==> config.mk <==
export PLATFORM = sky130hd
export DESIGN_NAME = spi_frame_deserializer
export DESIGN_NICKNAME = d
export VERILOG_FILES = /design/src/rtl/spi_frame_deserializer.sv
export SDC_FILE = /design/constraint.sdc
export NUM_CORES = 1
export LEC_CHECK = 0
export CAP_MARGIN = 10
export CORE_ASPECT_RATIO = 0.6
export CORE_MARGIN = 3
export CORE_UTILIZATION = 27
export CTS_BUF_LIST = sky130_fd_sc_hd__clkbuf_8
export CTS_CLUSTER_DIAMETER = 40
export DETAILED_ROUTE_END_ITERATION = 6
export PLACE_DENSITY = 0.55
export SYNTH_ARGS = -nofsm -noshare
export SYNTH_HDL_FRONTEND = slang
export SYNTH_SLANG_ARGS = --single-unit
==> constraint.sdc <==
create_clock -name clk -period 5.2 [get_ports clk]
set_input_delay 0.52 -clock clk [delete_from_list [all_inputs] [get_ports clk]]
set_output_delay 0.52 -clock clk [all_outputs]
set_load 0.02 [all_outputs]
==> src/rtl/spi_frame_deserializer.sv <==
// SPI mode-0 slave front end: oversamples host pins in the clk domain, assembles
// MOSI frames into spi_out and shifts the spi_slave response back out on MISO.
module spi_frame_deserializer #(
    parameter int unsigned FRAME_BITS  = 32,
    parameter int unsigned SYNC_STAGES = 2
) (
    input  logic                  clk,
    input  logic                  rst,
    input  logic                  sclk,
    input  logic                  cs_n,
    input  logic                  mosi,
    output logic                  miso,
    input  logic [16:0]           spi_in,
    output logic [FRAME_BITS:0]   spi_out,
    output logic                  frame_err,
    output logic [7:0]            err_count
);

    localparam int unsigned CNT_W = 6;
    localparam int unsigned ERR_W = 8;
    localparam int unsigned VLD_W = SYNC_STAGES + 1;

    typedef enum logic {
        IDLE  = 1'b0,
        SHIFT = 1'b1
    } state_t;

    state_t state_q, state_nxt;

    logic [SYNC_STAGES-1:0] sclk_sync, cs_n_sync, mosi_sync;
    logic                   sclk_d, cs_n_d;
    logic [VLD_W-1:0]       vld_sr;
    logic                   armed;

    logic                   sclk_s, cs_n_s, mosi_s;
    logic                   sclk_rise, sclk_fall, cs_rise, cs_fall;

    logic [FRAME_BITS-1:0]  rx_sr, rx_nxt;
    logic [FRAME_BITS-1:0]  tx_sr, tx_nxt;
    logic [CNT_W-1:0]       bitcnt, bitcnt_nxt;
    logic                   miso_nxt;
    logic [FRAME_BITS:0]    spi_out_nxt;
    logic                   frame_err_nxt;
    logic [ERR_W-1:0]       err_count_nxt;

    // Pin synchronisers plus one history flop; they clear to the idle pin levels.
    always_ff @(posedge clk) begin
        if (rst) begin
            sclk_sync <= '0;
            cs_n_sync <= '1;
            mosi_sync <= '0;
            sclk_d    <= 1'b0;
            cs_n_d    <= 1'b1;
        end else begin
            sclk_sync <= {sclk_sync[SYNC_STAGES-2:0], sclk};
            cs_n_sync <= {cs_n_sync[SYNC_STAGES-2:0], cs_n};
            mosi_sync <= {mosi_sync[SYNC_STAGES-2:0], mosi};
            sclk_d    <= sclk_s;
            cs_n_d    <= cs_n_s;
        end
    end

    assign sclk_s    = sclk_sync[SYNC_STAGES-1];
    assign cs_n_s    = cs_n_sync[SYNC_STAGES-1];
    assign mosi_s    = mosi_sync[SYNC_STAGES-1];
    assign sclk_rise = sclk_s & ~sclk_d;
    assign sclk_fall = ~sclk_s & sclk_d;
    assign cs_rise   = cs_n_s & ~cs_n_d;
    assign cs_fall   = ~cs_n_s & cs_n_d;

    // The reset-forced cs_n high level is not real; arm only once a genuine
    // high has travelled through the whole chain.
    always_ff @(posedge clk) begin
        if (rst) begin
            vld_sr <= '0;
            armed  <= 1'b0;
        end else begin
            vld_sr <= {vld_sr[VLD_W-2:0], 1'b1};
            if (vld_sr[VLD_W-1] && cs_n_d && cs_n_s) begin
                armed <= 1'b1;
            end
        end
    end

    always_ff @(posedge clk) begin
        if (rst) begin
            state_q   <= IDLE;
            rx_sr     <= '0;
            tx_sr     <= '0;
            bitcnt    <= '0;
            miso      <= 1'b0;
            spi_out   <= '0;
            frame_err <= 1'b0;
            err_count <= '0;
        end else begin
            state_q   <= state_nxt;
            rx_sr     <= rx_nxt;
            tx_sr     <= tx_nxt;
            bitcnt    <= bitcnt_nxt;
            miso      <= miso_nxt;
            spi_out   <= spi_out_nxt;
            frame_err <= frame_err_nxt;
            err_count <= err_count_nxt;
        end
    end

    // cs_n edges take priority over any sclk edge detected on the same clk.
    always_comb begin
        state_nxt     = state_q;
        rx_nxt        = rx_sr;
        tx_nxt        = tx_sr;
        bitcnt_nxt    = bitcnt;
        miso_nxt      = miso;
        spi_out_nxt   = spi_out;
        frame_err_nxt = 1'b0;
        err_count_nxt = err_count;

        case (state_q)
            IDLE: begin
                miso_nxt = 1'b0;
                if (armed && cs_fall) begin
                    state_nxt  = SHIFT;
                    tx_nxt     = FRAME_BITS'(spi_in);
                    bitcnt_nxt = '0;
                    miso_nxt   = tx_nxt[FRAME_BITS-1];
                end
            end
            SHIFT: begin
                if (cs_rise) begin
                    state_nxt = IDLE;
                    miso_nxt  = 1'b0;
                    if (bitcnt == CNT_W'(FRAME_BITS)) begin
                        spi_out_nxt = {~spi_out[FRAME_BITS], rx_sr};
                    end else begin
                        frame_err_nxt = 1'b1;
                        if (err_count != '1) begin
                            err_count_nxt = err_count + ERR_W'(1);
                        end
                    end
                end else if (sclk_rise) begin
                    rx_nxt = {rx_sr[FRAME_BITS-2:0], mosi_s};
                    if (bitcnt != '1) begin
                        bitcnt_nxt = bitcnt + CNT_W'(1);
                    end
                end else if (sclk_fall) begin
                    tx_nxt   = {tx_sr[FRAME_BITS-2:0], 1'b0};
                    miso_nxt = tx_sr[FRAME_BITS-2];
                end
            end
            default: begin
                state_nxt = IDLE;
            end
        endcase
    end

endmodule
==> reports/qor_table.md <==
| Stage | Item | Value |
|:---|:---|:---|
| outcome | Outcome | finished clean |
| worst setup path | Number of cells on the worst reg-to-reg path | 4 |
| place | Port Buffers | 64 |
| synthesis | EDFF count, synth | 0 |
| sta | Final Hold Vio Count | 0 |
| sta | Setup violation total in the final timing report | 0 |
| pwr | Peak supply drop | 0.145 mV |
| pwr | Clock group share of total power | 44.8% |
| worst setup path | CP required | 5.53 ns |
| sta | Headroom to the max-slew limit | 19.4% |
| pwr | Switching power share of the total | 25.3% |
| clock tree | CTS Buf Count | 17 |
| worst setup path | Top fanout value on the critical path | 16 |
| finish | Fill cell total of the finished layout | 1770 |
| pwr | Power density relative to cell area | 306 mW/mm² |
| floorplan | Number of standard-cell rows in the floorplan | 37 |
| finish | Area occupied by registers | 0.00250 mm² |
| finish | Most common cell after layout, fill and taps aside | nand2_1 |
| clock tree | Hold-fix buffer count after cts | 0 |
| route | Via density per instance | 4.72 |
| clock tree | Clock transition at the register clock pins on the worst setup and hold paths after CTS | 0.08 ns |
| worst setup path | Worst R2R End | tx_sr[9]$_SDFFE_PP0P_ |
| synthesis | Sequential share of the synthesized area | 51.8% |
| pwr | Reg power frac | 52.3% |
| flow run | Max-cap check violation count | 0 |
| worst setup path | FF-to-FF Start | state_q$_SDFF_PP0_ |
| floorplan | Die Height | 110 µm |
| sta | Pins Over Slew Limit | 0 |
| global routing | Via count of the first global-routing pass | 3730 |
| route | Overall via count from detail_route | 4065 |
| clock tree | Clock tree from TritonCTS | yes |
| sta | Total Negative Setup Slacks | 0 ns |
| finish | Area overhead of the layout relative to synthesis | 25.1% |
| sta | Setup repair after global routing missed its margin | false |
| finish | Util after Layout | 34.9% |
| route | Initial DRT Pass Iterations | 4 |
| sta | Final worst hold slack | 0.419 ns |
| synthesis | Fraction of registers with async set or reset after synthesis | 0% |
| clock tree | Buffers inserted by post-CTS timing repair | 0 |
| route | DRC viols | 0 |
| route | Routed wirelength normalized by instance count | 13.0 µm |
| route | Drt first-iter violations | 386 |
| clock tree | H-tree lvl count | 4 |
| floorplan | Width of the die | 179 µm |
| worst setup path | Classification of the worst setup path | register to register |
| min path | Class of the tightest hold or removal check | register to register |
| pwr | Cell leakage power | 1.87 nW |
| worst setup path | Kind of capture point of the worst setup path | register |
| floorplan | Count of pins on the block boundary | 65 |
| place | Post-detail-place hpwl | 7010 µm |
| sta | Post-layout minimum cycle time | 2.39 ns |
| min path | Worst hold path startpoint | cs_n_sync[0]$_SDFF_PP1_ |
| floorplan | Initial Util | 27.9% |
| finish | Number of antenna diodes | 0 |
| route | Antenna violation net count after detailed routing | 0 |
| floorplan | Die outline area | 0.0196 mm² |
| synthesis | Post-synthesis instance total | 569 |
| sta | Fmax | 418 MHz |
| synthesis | Nets in the synthesized netlist | 594 |
| clock tree | Buffer depth of the longest clock path | 2 |
| pwr | Part of the power in combinational logic | 2.9% |
| place | Cell area after placement | 0.00559 mm² |
| pwr | Net switching power | 0.468 mW |
| worst setup path | Setup slack on the worst flop-to-flop path | 2.81 ns |
| clock tree | Number of gates given a new drive strength after cts | 0 |
| global routing | Total gr overflow | 0 |
| synthesis | Area of the mapped netlist | 0.00483 mm² |
| finish | Proportion of layout cells with a drive suffix above 1 | 8.29% |
| synthesis | Ys Warns | 0 |
| min path | Hold depth | 1 |
| sta | Tcrit/Tclk final | 46.1% |
| finish | Footprint of the multi-input gates | 0.00210 mm² |
| place | Worst slack, placed | 2.62 ns |
| synthesis | Number of distinct library cell variants in the gate-level netlist after synthesis | 39 |
| global routing | All-Layer GR Usage | 11.8% |
| sta | Clock skew after layout | 0.0149 ns |
| finish | Commonest non-fill, non-tap cells in the layout | nand2_1, dfxtp_1, a21oi_1, clkdlybuf4s50_1, o21ai_0 |
| clock tree | Worst-Skew Late Latency | 0.44 ns |
| sta | Worst setup slack after layout | 2.81 ns |
| pwr | Internal | 1.38 mW |
| sta | Slew @ Worst Pin | 1.21 ns |
| finish | Net count of the finished layout | 639 |
| finish | Cell area after layout | 0.00604 mm² |
| worst setup path | WP data arrival | 2.73 ns |
| place | Gp weighted congestion | 0.779 |
| synthesis | Number of flip-flops and latches in the synthesized netlist | 125 |
| worst setup path | Startpoint class of the critical path | register |
| synthesis | Main synth FF type | dfxtp_1 |
| global routing | Wire length of the first global-routing pass | 18700 µm |
| min path | Worst min-delay path endpoint | cs_n_sync[1]$_SDFF_PP1_ |
| floorplan | Core footprint | 0.0173 mm² |
| global routing | Number of antenna violations at the first check in global routing | 0 |
| synthesis | Per-instance average area after synthesis | 8.49 µm² |
| global routing | Maximum number of pins on one net before global-route repair | 72 |
| route | WL final | 11200 µm |
| clock tree | Clk sink count | 125 |
| clock tree | Cell at the root of the clock tree | clkbuf_8 |
[cells in the mapped netlist, types with 6 or more instances]
master | count | area, µm²
nand2_1 | 134 | 503
dfxtp_1 | 125 | 2500
a21oi_1 | 101 | 505
clkbuf_1 | 31 | 116
o21ai_0 | 24 | 120
nand4_1 | 21 | 131
a211oi_1 | 18 | 135
mux2i_1 | 18 | 180
nor2b_1 | 10 | 62.6
buf_2 | 9 | 45.0
nor2_1 | 9 | 33.8
nand3_1 | 8 | 40.0
inv_1 | 6 | 22.5
[sequential cells by signal, summed over array words and instances (netlist names), 2 cells and up]
signal and cells:
rx_sr 32, mosi_sync 2, sclk_sync 2, cs_n_sync 2, vld_sr 3, err_count 8, tx_sr 31, spi_out 33
bitcnt 6
[cell families (layout without fill, tap and decap cells)]
kind of cell / count (synthesis) / in the layout / share of synthesized area [%]
adders and majority gates: 3 / 3 / 0.777
AOI/OAI and AO/OA: 161 / 161 / 18.6
DFF: 125 / 125 / 51.8
buffers and inverters: 52 / 110 / 4.74
and+or+nand+nor: 209 / 209 / 20.1
muxes: 18 / 18 / 3.73
xor gates and xnor gates: 1 / 1 / 0.181
[through the flow]
stage | cells | total power, mW
3_5_place_dp | 825 | 1.04
6_report | 861 | 1.85
2_1_floorplan | 569 | 1.02
3_3_place_gp | 825 | 1.04
4_1_cts | 857 | 1.88
5_1_grt | 861 | 1.93
[critical path, stage by stage, from the launching register on]
cell	delay [ns]
dfxtp_1	0.62
inv_1	0.17
nor2_1	0.69
nor2_1	0.48
a211oi_1	0.32
[final cells by class]
cell class	count	share of cell area, %
Sequential cell	125	41.4
Clock inverter	15	2.51
Multi-Input combinational cell	392	34.7
Clock buffer	17	3.87
Inverter	6	0.373
Timing Repair Buffer	72	12.3
Tap cell	234	4.84
[worst max path at each step]
stage	to	depth (start not counted)	from
6_report	tx_sr[9]$_SDFFE_PP0P_	4	state_q$_SDFF_PP0_
5_1_grt	tx_sr[9]$_SDFFE_PP0P_	4	state_q$_SDFF_PP0_
3_5_place_dp	spi_out[3]$_SDFFE_PP0P_	6	bitcnt[0]$_SDFFE_PP0P_
4_1_cts	spi_out[3]$_SDFFE_PP0P_	6	bitcnt[0]$_SDFFE_PP0P_
3_3_place_gp	spi_out[5]$_SDFFE_PP0P_	6	bitcnt[0]$_SDFFE_PP0P_
2_1_floorplan	spi_out[3]$_SDFFE_PP0P_	7	bitcnt[0]$_SDFFE_PP0P_
[power by group through the flow]
stage          logic, mW  registers [mW]  clock network [mW]
3_5_place_dp      0.0539           0.990                   0
3_3_place_gp      0.0532           0.990                   0
6_report          0.0539           0.967               0.827
5_1_grt           0.0596           0.968               0.901
2_1_floorplan     0.0324           0.988                   0
4_1_cts           0.0542           0.967               0.861
[routing by layer]
| layer | share of wire, % | up-vias | track usage (%) |
|---|---|---|---|
| met5 | 0 | - | 0 |
| met1 | 52 | 1911 | 16.6 |
| met2 | 42 | 78 | 16.7 |
| li1 | - | 2063 | - |
| met3 | 4.6 | 13 | 4.42 |
| met4 | 1.4 | 0 | 3.56 |
Note: power is estimated with default switching activity, not from simulation.
